`src/rtl/regs_bus_arb.sv`:
```
// Two-master register-bus arbiter and sequencer.
// Round-robin arbitration in idle, single-cycle writes, and a 4-phase read
// handshake with a timeout so that a dead read source cannot stall a master.
module regs_bus_arb #(
  parameter int unsigned C_DAT_W = 8,
  parameter int unsigned C_ADR_W = 4,
  parameter int unsigned C_RD_TO = 200,
  parameter int unsigned C_TO_W  = 8
) (
  input  logic               CK_i,
  input  logic               RST_i,
  input  logic [C_ADR_W-1:0] M0_ADRs_i,
  input  logic [C_DAT_W-1:0] M0_WDATs_i,
  input  logic               M0_WT_REQ_i,
  input  logic               M0_RD_REQ_i,
  output logic               M0_ACK_o,
  input  logic [C_ADR_W-1:0] M1_ADRs_i,
  input  logic [C_DAT_W-1:0] M1_WDATs_i,
  input  logic               M1_WT_REQ_i,
  input  logic               M1_RD_REQ_i,
  output logic               M1_ACK_o,
  output logic [C_DAT_W-1:0] RDATs_o,
  output logic               ERR_o,
  output logic [C_ADR_W-1:0] ADRs_o,
  output logic [C_DAT_W-1:0] WDATs_o,
  output logic               WT_o,
  output logic               RD_REQ_o,
  input  logic               RD_ACK_i,
  input  logic [C_DAT_W-1:0] RDATs_i,
  output logic [1:0]         GNTs_o
);

  typedef enum logic [2:0] {StIdle, StWt, StRdWait, StRdRel, StDone, StErr} state_e;

  localparam logic [C_TO_W-1:0] ToLast = C_TO_W'(C_RD_TO - 1);

  state_e               state_q;
  logic                 last_q;
  logic [C_TO_W-1:0]    cnt_q;
  logic [1:0]           gnt_q;
  logic                 ack0_q, ack1_q, err_q, wt_q, rd_req_q;
  logic [C_ADR_W-1:0]   adr_q;
  logic [C_DAT_W-1:0]   wdat_q, rdat_q;

  logic                 req0, req1, grant1, sel_wt, to_last;
  logic [C_ADR_W-1:0]   sel_adr;
  logic [C_DAT_W-1:0]   sel_wdat;

  // Round-robin choice: on a tie the master that was not granted last wins.
  always_comb begin
    req0     = M0_WT_REQ_i | M0_RD_REQ_i;
    req1     = M1_WT_REQ_i | M1_RD_REQ_i;
    grant1   = req1 & (~req0 | ~last_q);
    sel_wt   = grant1 ? M1_WT_REQ_i : M0_WT_REQ_i;
    sel_adr  = grant1 ? M1_ADRs_i   : M0_ADRs_i;
    sel_wdat = grant1 ? M1_WDATs_i  : M0_WDATs_i;
    // >= rather than == so an acknowledge taken on the final wait cycle still
    // times out in release instead of letting the counter run on.
    to_last  = (cnt_q >= ToLast);
  end

  // Sequencer FSM with all bus and master outputs registered.
  always_ff @(posedge CK_i) begin
    if (RST_i) begin
      state_q  <= StIdle;
      last_q   <= 1'b1;
      cnt_q    <= '0;
      gnt_q    <= '0;
      ack0_q   <= 1'b0;
      ack1_q   <= 1'b0;
      err_q    <= 1'b0;
      wt_q     <= 1'b0;
      rd_req_q <= 1'b0;
      adr_q    <= '0;
      wdat_q   <= '0;
      rdat_q   <= '0;
    end else begin
      wt_q   <= 1'b0;
      ack0_q <= 1'b0;
      ack1_q <= 1'b0;
      err_q  <= 1'b0;
      unique case (state_q)
        StIdle: begin
          if (req0 | req1) begin
            last_q <= grant1;
            gnt_q  <= grant1 ? 2'b10 : 2'b01;
            adr_q  <= sel_adr;
            wdat_q <= sel_wdat;
            if (sel_wt) begin
              // Write wins when both write and read are requested.
              state_q <= StWt;
              wt_q    <= 1'b1;
              ack0_q  <= ~grant1;
              ack1_q  <= grant1;
            end else begin
              state_q  <= StRdWait;
              rd_req_q <= 1'b1;
              cnt_q    <= '0;
            end
          end
        end
        StRdWait: begin
          cnt_q <= cnt_q + C_TO_W'(1);
          if (RD_ACK_i) begin
            rdat_q   <= RDATs_i;
            rd_req_q <= 1'b0;
            state_q  <= StRdRel;
          end else if (to_last) begin
            rd_req_q <= 1'b0;
            rdat_q   <= '1;
            ack0_q   <= gnt_q[0];
            ack1_q   <= gnt_q[1];
            err_q    <= 1'b1;
            state_q  <= StErr;
          end
        end
        StRdRel: begin
          cnt_q <= cnt_q + C_TO_W'(1);
          if (!RD_ACK_i) begin
            ack0_q  <= gnt_q[0];
            ack1_q  <= gnt_q[1];
            state_q <= StDone;
          end else if (to_last) begin
            rdat_q  <= '1;
            ack0_q  <= gnt_q[0];
            ack1_q  <= gnt_q[1];
            err_q   <= 1'b1;
            state_q <= StErr;
          end
        end
        StWt, StDone, StErr: begin
          gnt_q   <= '0;
          state_q <= StIdle;
        end
        default: state_q <= StIdle;
      endcase
    end
  end

  assign M0_ACK_o = ack0_q;
  assign M1_ACK_o = ack1_q;
  assign ERR_o    = err_q;
  assign WT_o     = wt_q;
  assign RD_REQ_o = rd_req_q;
  assign GNTs_o   = gnt_q;
  assign ADRs_o   = adr_q;
  assign WDATs_o  = wdat_q;
  assign RDATs_o  = rdat_q;

endmodule

```
`config.mk`:
```
export PLATFORM = sky130hd
export DESIGN_NAME = regs_bus_arb
export DESIGN_NICKNAME = d
export VERILOG_FILES = /design/src/rtl/regs_bus_arb.sv
export SDC_FILE = /design/constraint.sdc
export NUM_CORES = 1
export LEC_CHECK = 0
export CAP_MARGIN = 20
export CORE_UTILIZATION = 30
export DETAILED_ROUTE_END_ITERATION = 8
export PLACE_DENSITY_LB_ADDON = 0.1
export RECOVER_POWER = 25
export SETUP_SLACK_MARGIN = 0.5
export SYNTH_ARGS = -nofsm -noshare
export SYNTH_HDL_FRONTEND = slang
export SYNTH_SLANG_ARGS = --single-unit
```
`constraint.sdc`:
```
create_clock -name CK_i -period 6.61 [get_ports CK_i]
set_clock_uncertainty 0.2 [all_clocks]
set_input_delay 1.983 -clock CK_i [delete_from_list [all_inputs] [get_ports CK_i]]
set_output_delay 1.983 -clock CK_i [all_outputs]
set_load 0.02 [all_outputs]
```
Word-level counts from Yosys, hierarchy flattened
Cells that the tools add are included.
{"block": "word_totals", "ff_bits": 39, "input_bits": 39, "out_inout_bits": 27, "wordCells": 87}
{"block": "op_classes", "addsub": 1, "n_lt_le_gt_ge": 1, "n_eq_ne": 9, "n_mux": 41, "bitwise_logic": 10, "n_reduce_logical": 13}
{"op": "$mux W8", "count": 6}
{"op": "$pmux W8 S2", "count": 2}
{"op": "$mux W1", "count": 19}
{"op": "$mux W3", "count": 4}
{"op": "$pmux W3 S3", "count": 1}
{"op": "$add A8 B1 Y8 const B", "count": 1}
{"op": "$ge A8 B8 Y1 const B", "count": 1}
{"op": "$reduce_bool A2 Y1", "count": 4}
{"op": "$eq A3 B2 Y1 const B", "count": 2}
{"op": "$eq A3 B3 Y1 const B", "count": 2}
{"op": "$mux W2", "count": 3}
{"op": "$ne A2 B2 Y1 const B", "count": 3}
{"op": "$pmux W1 S3", "count": 2}
{"op": "$reduce_and A2 Y1", "count": 3}
{"op": "$reduce_or A3 Y1", "count": 2}
{"op": "$not A1 Y1", "count": 5}
{"op": "$mux W4", "count": 1}
{"op": "$or A1 B1 Y1", "count": 4}
{"op": "$pmux W1 S2", "count": 2}
{"op": "$pmux W2 S2", "count": 1}
{"op": "$reduce_and A4 Y1", "count": 1}
{"op": "$eq A3 B1 Y1 const B", "count": 1}
{"op": "$logic_not A3 Y1", "count": 1}
{"op": "$ne A3 B3 Y1 const B", "count": 1}
{"op": "other kinds (3)", "count": 3}

Depth between registers and ports, before layout
Gate-level depths: netlist of run 1.
{"block": "logic_depth", "ltp_word": 8, "depth_mapped": 6, "mapped_depth_nobuf": 6}

Worst setup path after synthesis of run 1
OpenSTA, ideal clock, no wires.
{"block": "synth_path", "path_kind": "input port to flip-flop", "start": "input port M1_WT_REQ_i", "end": "register cnt_q[5]", "setup_ns": 0.059, "arrival_ns": 3.259, "required_ns": 6.351, "path_slack_ns": 3.092, "cell_stages": 6, "n_path_buf": 1, "cell_sequence": "buf_6 -> or3b_1 -> o2111ai_2 -> nand2_4 -> or4b_1 -> nand2_1"}
{"block": "synth_via", "elab_chain_cells": 5, "word_cells_on_any_way": 7, "classes_between": "eq/ne (2); mux (1); bitwise (3); reduce/logical (1)"}
{"item": "start: declaration", "line": "19", "text": "input logic M1_WT_REQ_i,"}
{"item": "$or A1 B1 Y1", "line": "52", "text": "req1 = M1_WT_REQ_i | M1_RD_REQ_i;"}
{"item": "$and A1 B1 Y1", "line": "53", "text": "grant1 = req1 & (~req0 | ~last_q);"}
{"item": "$mux W1", "line": "54", "text": "sel_wt = grant1 ? M1_WT_REQ_i : M0_WT_REQ_i;"}
{"item": "$ne A2 B2 Y1 (no source line)"}
{"item": "$reduce_and A3 Y1 (no source line) (*)"}
{"item": "end signal: assignment", "line": "103", "text": "cnt_q <= cnt_q + C_TO_W'(1);"}
{"item": "end signal: assignment", "line": "118", "text": "cnt_q <= cnt_q + C_TO_W'(1);"}
{"item": "end: declaration", "line": "39", "text": "logic [C_TO_W-1:0] cnt_q;"}
Every way passes the cells marked *; elsewhere a longest branch is shown, timed or not.
A chain may end at the register's enable or synchronous reset.

==> impl_metrics.py, run 1 <==
metrics = {
    "grt": {
        "grt_pass1_wl_um": 7300,
        "grt_remaining_overflow": 0,
        "antenna_found_initial": 0,
        "grt_max_degree": 26,
        "grt_pass1_vias": 1522,
        "grt_use_total_pct": 15.0,
    },
    "cts": {
        "numCtsBuffers": 5,
        "cts.reportedPaths.clkPinSlew_ns": 0.08,
        "clock_sinks": 39,
        "holdBufCountCts": 0,
        "cts_setup_buffers": 0,
        "clockBufferDepth": 2,
        "h-tree-depth": 2,
        "cts_tree": "built",
        "clockRootBuffer": "clkbuf_8",
        "insertion_delay_ns": 0.28,
        "cts-resized-gates": 0,
    },
    "sta": {
        "hold_violations": 0,
        "finalSetupViolCount": 0,
        "min_period_ns": 4.19,
        "fmax_mhz": 239,
        "tightest_slew_ns": 0.847,
        "totalNegativeSetupSlack_ns": 0,
        "rsz0062_at_grt": "no",
        "slew_violations": 0,
        "min_period_over_period_pct": 63.4,
        "slew_headroom_pct": 43.5,
    },
    "die": {
        "coreArea_um2": 5680,
        "die_area_um2": 6350,
        "die_h_um": 79.7,
        "io_pins": 66,
        "die_w_um": 79.7,
        "initial_utilization_pct": 31.9,
        "row_count": 27,
    },
    "route": {
        "drc": 0,
        "route.detailed.wl_per_inst_um": 12.7,
        "wirelength_um": 4320,
        "first_pass_iters": 4,
        "num_vias": 1640,
        "drt_iter0_markers": 91,
        "detail-route-antenna-nets": 0,
        "viasPerCell": 4.82,
    },
    "finish": {
        "nets": 307,
        "final_cells": 340,
        "regArea_um2": 781,
        "areaGrowthSynthToFinish_pct": 45.6,
        "drive_gt1_share_pct": 7.09,
        "fillers": 577,
        "multiInputGateArea_um2": 946,
        "n_antenna_cell": 0,
    },
    "place": {
        "port_buffers": 65,
        "gp_congestion": 0.829,
        "dp_cells": 332,
        "hpwlAfterDp_um": 3290,
    },
    "logic_synthesis": {
        "syn_avg_cell_area_um2": 8.96,
        "synth-edff-count": 0,
        "synth_area_um2": 1810,
        "synthFlopType": "dfxtp_1",
        "yosysWarningCount": 0,
        "yosysUniqueCellTypes": 47,
        "ys_ff_latch": 39,
        "yosysSeqAreaShare_pct": 43.2,
        "async_reset_ff_share_pct": 0,
        "syn_inst": 202,
        "syn_nets": 242,
    },
    "run": {
        "cap_violations": 0,
    },
    "critical_path": {
        "startpoint_type": "primary input",
        "worst_ep_arrival_time_ns": 4.17,
        "critPathMaxFanout": 19,
        "path_class": "primary input to flop",
        "end_kind": "flop",
        "crit_required_ns": 6.59,
    },
    "power_and_ir_drop": {
        "switching_power_uw": 247,
        "p_sw_share_pct": 32.6,
        "clockPowerShare_pct": 27.2,
        "irDropWorstVdd_v": 0.0000943,
        "combPwrFrac_pct": 33.9,
        "seq_power_share_pct": 38.9,
        "static-leakage-power_uw": 0.00105,
        "internal-power_uw": 509,
        "power_density_nw_per_um2": 287,
    },
    "status": {
        "outcome": "completed",
    },
    "hold_path": {
        "hp-class": "flop to flop",
    },
}
-- flip-flops by register name (all words and copies together) (netlist names) --
register  cells
GNTs_o        2
WDATs_o       8
last_q        1
RD_REQ_o      1
WT_o          1
ADRs_o        4
cnt_q         8
M0_ACK_o      1
state_q       3
RDATs_o       8
M1_ACK_o      1
ERR_o         1
-- through the flow --
| step | power [uW] | hold WS, ns | instance area [um2] | setup WS [ns] | util (%) |
|---|---|---|---|---|---|
| 2_1_floorplan | 453 | 0.269 | 1810 | 3.09 | - |
| 3_3_place_gp | 564 | 0.240 | 2520 | 2.36 | 44.4 |
| 3_5_place_dp | 563 | 0.246 | 2520 | 2.33 | 44.4 |
| 4_1_cts | 771 | 0.261 | 2640 | 2.64 | 46.5 |
| 5_1_grt | 804 | 0.273 | 2630 | 2.24 | 46.4 |
| 6_report | 756 | 0.254 | 2630 | 2.42 | 46.4 |
-- cell usage after synthesis, types with 3 or more instances --
| library cell | count | share of area (%) |
|---|---|---|
| inv_1 | 9 | 1.9 |
| a22oi_1 | 3 | 1.2 |
| clkbuf_1 | 5 | 1.0 |
| dfxtp_1 | 39 | 43 |
| a21oi_1 | 5 | 1.4 |
| mux2i_1 | 12 | 6.6 |
| nand2_1 | 8 | 1.7 |
| nand2b_1 | 5 | 1.7 |
| a211oi_1 | 20 | 8.3 |
| o21ai_0 | 4 | 1.1 |
| or3_1 | 3 | 1.0 |
| nor2_1 | 39 | 8.1 |
| nand3_1 | 4 | 1.1 |
| buf_2 | 3 | 0.83 |
| o21ai_1 | 4 | 1.1 |
| o211ai_1 | 3 | 1.2 |
-- worst paths after layout --
| check | end | cells after the start | slack, ns | start |
|---|---|---|---|---|
| worst max-delay path | M1_ACK_o | 4 | 2.42 | RST_i |
| worst min register to register | RDATs_o[6] | 2 | 0.25 | RDATs_o[6] |
| worst max register to register | RDATs_o[0] | 6 | 4.31 | cnt_q[0] |
| worst min-delay path | RDATs_o[6] | 2 | 0.25 | RDATs_o[6] |
-- power groups by stage --
stage / Combinational, uW / Clock (uW) / Sequential [uW]
CTS: 264 / 211 / 296
global placement: 264 / 0 / 300
finish: 256 / 205 / 294
detailed placement: 263 / 0 / 300
global route: 282 / 223 / 300
floorplan: 122 / 0 / 331
-- metal layers --
layer  up-vias  GRT usage [%]  share of wire (%)  routed length (um)
li1        856              -                  -                   -
met1       730           19.8                 48                2090
met2        52           20.8                 42                1810
met5         -              0                  0                   0
met4         0           4.36               0.58                  25
met3         2           7.89                9.0                 391
-- layout make-up --
type                            count  area share (%)
Sequential cell                    39            29.6
Multi-Input combinational cell    144            35.9
Timing Repair Buffer               67            25.1
Tap cell                           72            3.42
Inverter                           10            1.43
Clock buffer                        6            3.14
Clock inverter                      2            1.33
-- cells in the final DEF (no fill, tap or decap), types with 5 or more instances in the layout --
cell / n
clkdlybuf4s50_1: 50
dfxtp_1: 39
nor2_1: 39
a211oi_1: 20
dlygate4sd3_1: 15
mux2i_1: 12
inv_1: 9
nand2_1: 8
clkbuf_8: 6
nand2b_1: 5
a21oi_1: 5
-- logic make-up (layout without fill, tap and decap cells) --
logic type	Yosys count	count (layout)	synth area share (%)
AND/OR/NAND/NOR	75	75	20.9
AO/OA/AOI/OAI	53	53	22.3
flip-flops	39	39	43.2
buffers and inverters	19	85	4.56
multiplexers	14	14	7.88
adder cells (fa/ha/maj)	1	1	0.691
XOR/XNOR	1	1	0.484
-- worst max-delay path, stage by stage --
cell and delay (ns):
dlygate4sd3_1 0.95, clkbuf_1 0.71, nor2_1 0.21, a32o_1 0.31
Power figures use the tool's default switching activity.
==> run 2: changes to the inputs <==
- clock period: 6.61 -> 3.86 ns (I/O delays scaled with it)
==> run 2 against run 1 <==
Non-clock buffer count rose by 1; via count rose by 0.79%; flip-flop and latch count did not move; critical path type unchanged; critical endpoint unchanged.
==> impl_metrics.py, run 2 (synthesis gave the netlist of run 1 again) <==
metrics = {
    "route": {
        "drc": 0,
        "wirelength_um": 4400,
        "viasPerCell": 4.85,
        "first_pass_iters": 5,
        "route.detailed.wl_per_inst_um": 12.9,
        "num_vias": 1653,
        "detail-route-antenna-nets": 0,
        "drt_iter0_markers": 51,
    },
    "critical_path": {
        "worstPathCellList": "dlygate4sd3_1 > clkbuf_1 > buf_4 > nor2_1 > a32o_1",
        "startpoint_type": "primary input",
        "critPathMaxFanout": 22,
        "worst_ep_arrival_time_ns": 3.20,
        "path_class": "primary input to flop",
        "crit_path_max_incr_delay_ns": 0.80,
        "slowest_stage": "clkbuf_1",
        "timing.rr.start": "cnt_q[0]",
        "crit_required_ns": 3.84,
        "end_kind": "flop",
        "critPathLaunch": "RST_i",
    },
    "status": {
        "outcome": "completed",
    },
    "grt": {
        "antenna_found_initial": 0,
        "grt_remaining_overflow": 0,
        "grt_pass1_vias": 1624,
        "grt_pass1_wl_um": 7460,
        "grt_use_total_pct": 15.3,
        "grt_max_degree": 26,
    },
    "finish": {
        "layout_commonest_cell": "clkdlybuf4s50_1",
        "areaGrowthSynthToFinish_pct": 44.0,
        "final_cell_mix": "clkdlybuf4s50_1, dfxtp_1, nor2_1",
        "fillers": 576,
        "n_antenna_cell": 0,
        "drive_gt1_share_pct": 6.69,
        "nets": 308,
    },
    "sta": {
        "min_period_ns": 3.22,
        "hold_slack_ns": 0.255,
        "fmax_mhz": 311,
        "slew_headroom_pct": 27.7,
        "rsz0062_at_grt": "no",
        "slew_violations": 0,
        "totalNegativeSetupSlack_ns": 0,
        "min_period_over_period_pct": 83.3,
        "hold_violations": 0,
        "tightest_slew_ns": 1.08,
        "finalSetupViolCount": 0,
    },
    "die": {
        "io_pins": 66,
        "coreArea_um2": 5680,
        "row_count": 27,
        "die_h_um": 79.7,
        "die_area_um2": 6350,
        "die_w_um": 79.7,
        "initial_utilization_pct": 31.9,
    },
    "power_and_ir_drop": {
        "static-leakage-power_uw": 0.00101,
        "irDropWorstVdd_v": 0.000219,
        "power_density_nw_per_um2": 466,
        "p_total_uw": 1210,
    },
    "cts": {
        "h-tree-depth": 2,
        "numCtsBuffers": 5,
        "cts_setup_buffers": 0,
        "clockRootBuffer": "clkbuf_8",
        "cts_tree": "built",
        "clock_sinks": 39,
        "cts.reportedPaths.clkPinSlew_ns": 0.07,
        "insertion_delay_ns": 0.29,
        "clockBufferDepth": 2,
        "holdBufCountCts": 0,
        "cts-resized-gates": 0,
    },
    "run": {
        "cap_violations": 0,
    },
    "hold_path": {
        "hp-class": "flop to flop",
        "min-delay-start": "RDATs_o[5]",
    },
    "place": {
        "port_buffers": 65,
        "hpwlAfterDp_um": 3300,
        "gp_congestion": 0.753,
    },
}
==> run 2: cell types whose count changed in the layout (fill, tap and decap cells not counted), sizes merged <==
cell / before / now
clkbuf: 7 / 8
bufinv: 1 / 0
dlygate4sd3: 15 / 8
buf: 1 / 2
clkdlybuf4s50: 50 / 57
==> run 2: where the power goes <==
part	internal (uW)	switching [uW]
clock network	127	137
registers	464	42.0
logic	204	239
total	795	418
==> run 2: cell type report <==
cell class	count	area [um2]	area share [%]
Sequential cell	39	781	30.0
Multi-Input combinational cell	144	946	36.3
Inverter	10	37.5	1.44
Clock buffer	7	76.3	2.93
Tap cell	72	90.1	3.46
Clock inverter	1	5.00	0.192
Timing Repair Buffer	68	669	25.7
==> run 2: per-stage QoR <==
step,area (um2),util (%),instances,setup WS [ns]
after floorplan,1810,-,202,1.17
after global placement,2530,44.5,333,0.450
after detailed placement,2530,44.5,333,0.393
after CTS,2610,46.0,341,0.700
after global routing,2610,45.9,341,0.502
final,2610,45.9,341,0.643
==> run 2: per-layer routing <==
metal / global-route usage [%] / share of wire [%] / wire length (um) / up-vias
met5: 0 / 0 / 0 / -
met4: 4.73 / 0.91 / 40 / 0
met3: 7.31 / 9.9 / 436 / 4
met2: 22.3 / 43 / 1910 / 54
met1: 19.7 / 46 / 2010 / 735
li1: - / - / - / 860
==> run 2: critical path, delay by kind of cell <==
| kind | cells | cell delay, ns |
|---|---|---|
| buffers and inverters | 3 | 1.67 |
| AO/OA/AOI/OAI | 1 | 0.27 |
| AND/OR/NAND/NOR | 1 | 0.10 |
==> run 2: worst paths after layout <==
check,cells past startpoint,end,slack [ns]
max,5,M1_ACK_o,0.64
max reg2reg,6,RDATs_o[4],1.57
min,2,RDATs_o[5],0.26
min reg2reg,2,RDATs_o[5],0.26
==> run 3: changes to the inputs <==
- clock period: 3.86 -> 2.95 ns (I/O delays scaled with it)
==> run 3 against run 2 <==
Count of clock-buffer cells in the layout down 2; hold slack lost 0.0015 ns; critical path depth is 2 higher; total power increased by 34%; die area is the same; largest cell class unchanged.
==> impl_metrics.py, run 3 (synthesis gave the netlist of run 1 again) <==
metrics = {
    "critical_path": {
        "critPathMaxFanout": 4,
        "crit_required_ns": 2.99,
        "worst_ep_arrival_time_ns": 2.56,
        "rr_worst_depth": 5,
        "startpoint_type": "primary input",
        "path_class": "primary input to flop",
        "end_kind": "flop",
    },
    "cts": {
        "clockBufferDepth": 2,
        "cts.reportedPaths.clkPinSlew_ns": 0.08,
        "insertion_delay_ns": 0.29,
        "numCtsBuffers": 5,
        "clockRootBuffer": "clkbuf_8",
        "h-tree-depth": 2,
        "holdBufCountCts": 0,
        "cts_setup_buffers": 0,
        "clock_sinks": 39,
        "cts_tree": "built",
    },
    "power_and_ir_drop": {
        "static-leakage-power_uw": 0.00104,
        "irDropWorstVdd_v": 0.000237,
        "p_total_uw": 1620,
        "power_density_nw_per_um2": 609,
    },
    "finish": {
        "nets": 317,
        "n_antenna_cell": 0,
        "multiInputGateArea_um2": 927,
        "fillers": 616,
        "drive_gt1_share_pct": 10.1,
        "final_cells": 350,
        "areaGrowthSynthToFinish_pct": 47.1,
        "final_cell_mix": "clkdlybuf4s50_1, dfxtp_1, nor2_1",
        "layout_commonest_cell": "clkdlybuf4s50_1",
        "regArea_um2": 781,
    },
    "grt": {
        "grt_use_met1_pct": 19.1,
        "grt_use_total_pct": 15.5,
        "grt_use_met2_pct": 24.5,
        "grt_pass1_wl_um": 7690,
        "grt_remaining_overflow": 0,
        "busiest_layer": "met2",
        "grt_util_met3_pct": 5.83,
        "antenna_found_initial": 0,
        "grt_max_degree": 25,
        "grt_pass1_vias": 1627,
    },
    "sta": {
        "rsz0062_at_grt": "no",
        "hold_violations": 0,
        "finalSetupViolCount": 0,
        "min_period_over_period_pct": 85.3,
        "slew_violations": 0,
        "min_period_ns": 2.52,
        "tightest_slew_ns": 0.631,
        "totalNegativeSetupSlack_ns": 0,
        "slew_headroom_pct": 57.5,
        "fmax_mhz": 397,
    },
    "route": {
        "route.detailed.wl_per_inst_um": 12.8,
        "drc": 0,
        "num_vias": 1686,
        "wirelength_um": 4490,
        "drt_iter0_markers": 65,
        "viasPerCell": 4.82,
        "detail-route-antenna-nets": 0,
        "first_pass_iters": 4,
    },
    "die": {
        "die_area_um2": 6350,
        "row_count": 27,
        "die_w_um": 79.7,
        "coreArea_um2": 5680,
        "die_h_um": 79.7,
        "initial_utilization_pct": 31.9,
        "io_pins": 66,
    },
    "run": {
        "cap_violations": 0,
    },
    "status": {
        "outcome": "completed",
    },
    "place": {
        "port_buffers": 65,
        "gp_congestion": 0.760,
        "dp_cells": 342,
        "hpwlAfterDp_um": 3360,
    },
    "hold_path": {
        "min_path_cells": 2,
        "hp-class": "flop to flop",
    },
}
==> run 3: cell count changes in the layout (fill, tap and decap cells not counted), sizes merged <==
cell and delta:
dlygate4sd2 +4, buf +7, dlygate4sd3 -8, clkinv +2, clkdlybuf4s50 +4
==> run 3: final timing paths <==
kind / from / end / slack (ns)
min reg2reg: RDATs_o[6] / RDATs_o[6] / 0.25
min: RDATs_o[6] / RDATs_o[6] / 0.25
max reg2reg: state_q[1] / ADRs_o[0] / 0.91
max: M0_RD_REQ_i / cnt_q[5] / 0.43
==> run 3: stage by stage <==
step	util (%)	setup WS (ns)	cell area (um2)	hold slack [ns]
after CTS	47.4	0.548	2690	0.256
after detailed placement	45.9	0.0707	2610	0.242
final	46.9	0.434	2660	0.254
after global placement	45.9	0.0904	2610	0.240
after global routing	46.9	0.330	2660	0.278
after floorplan	-	0.530	1810	0.269
==> run 3: repair_timing <==
action | 4_1_cts | 5_1_grt
hold endpoints to repair | 0 | 0
endpoints found under the setup margin | 6 | 0
gates resized for setup | 5 | 0
==> run 3: worst max-delay path, stage by stage <==
cell and delay (ns):
dlygate4sd2_1 0.27, clkbuf_4 0.14, nor4_1 0.48, nor2_4 0.10, o22ai_4 0.17, or4b_1 0.44
nand2_1 0.07
==> run 3: final cells by class <==
cell class	count	share of cell area, %
clock buffers	5	2.59
flip-flops and latches	39	29.3
multi-input cells	144	34.8
well taps	72	3.39
clock inverters	3	0.564
repair buffers	77	27.9
inverters	10	1.41
==> run 3: report_power, final <==
part	leakage, uW	switching [uW]	internal (uW)
combinational	0.000676	313	292
sequential	0.000320	56.4	606
clock	0.0000477	191	162
==> run 3: metal layers <==
metal | up-vias | wire length, um
met5 | - | 0
met4 | 0 | 60
met3 | 7 | 338
met2 | 52 | 2040
met1 | 749 | 2050
li1 | 878 | -
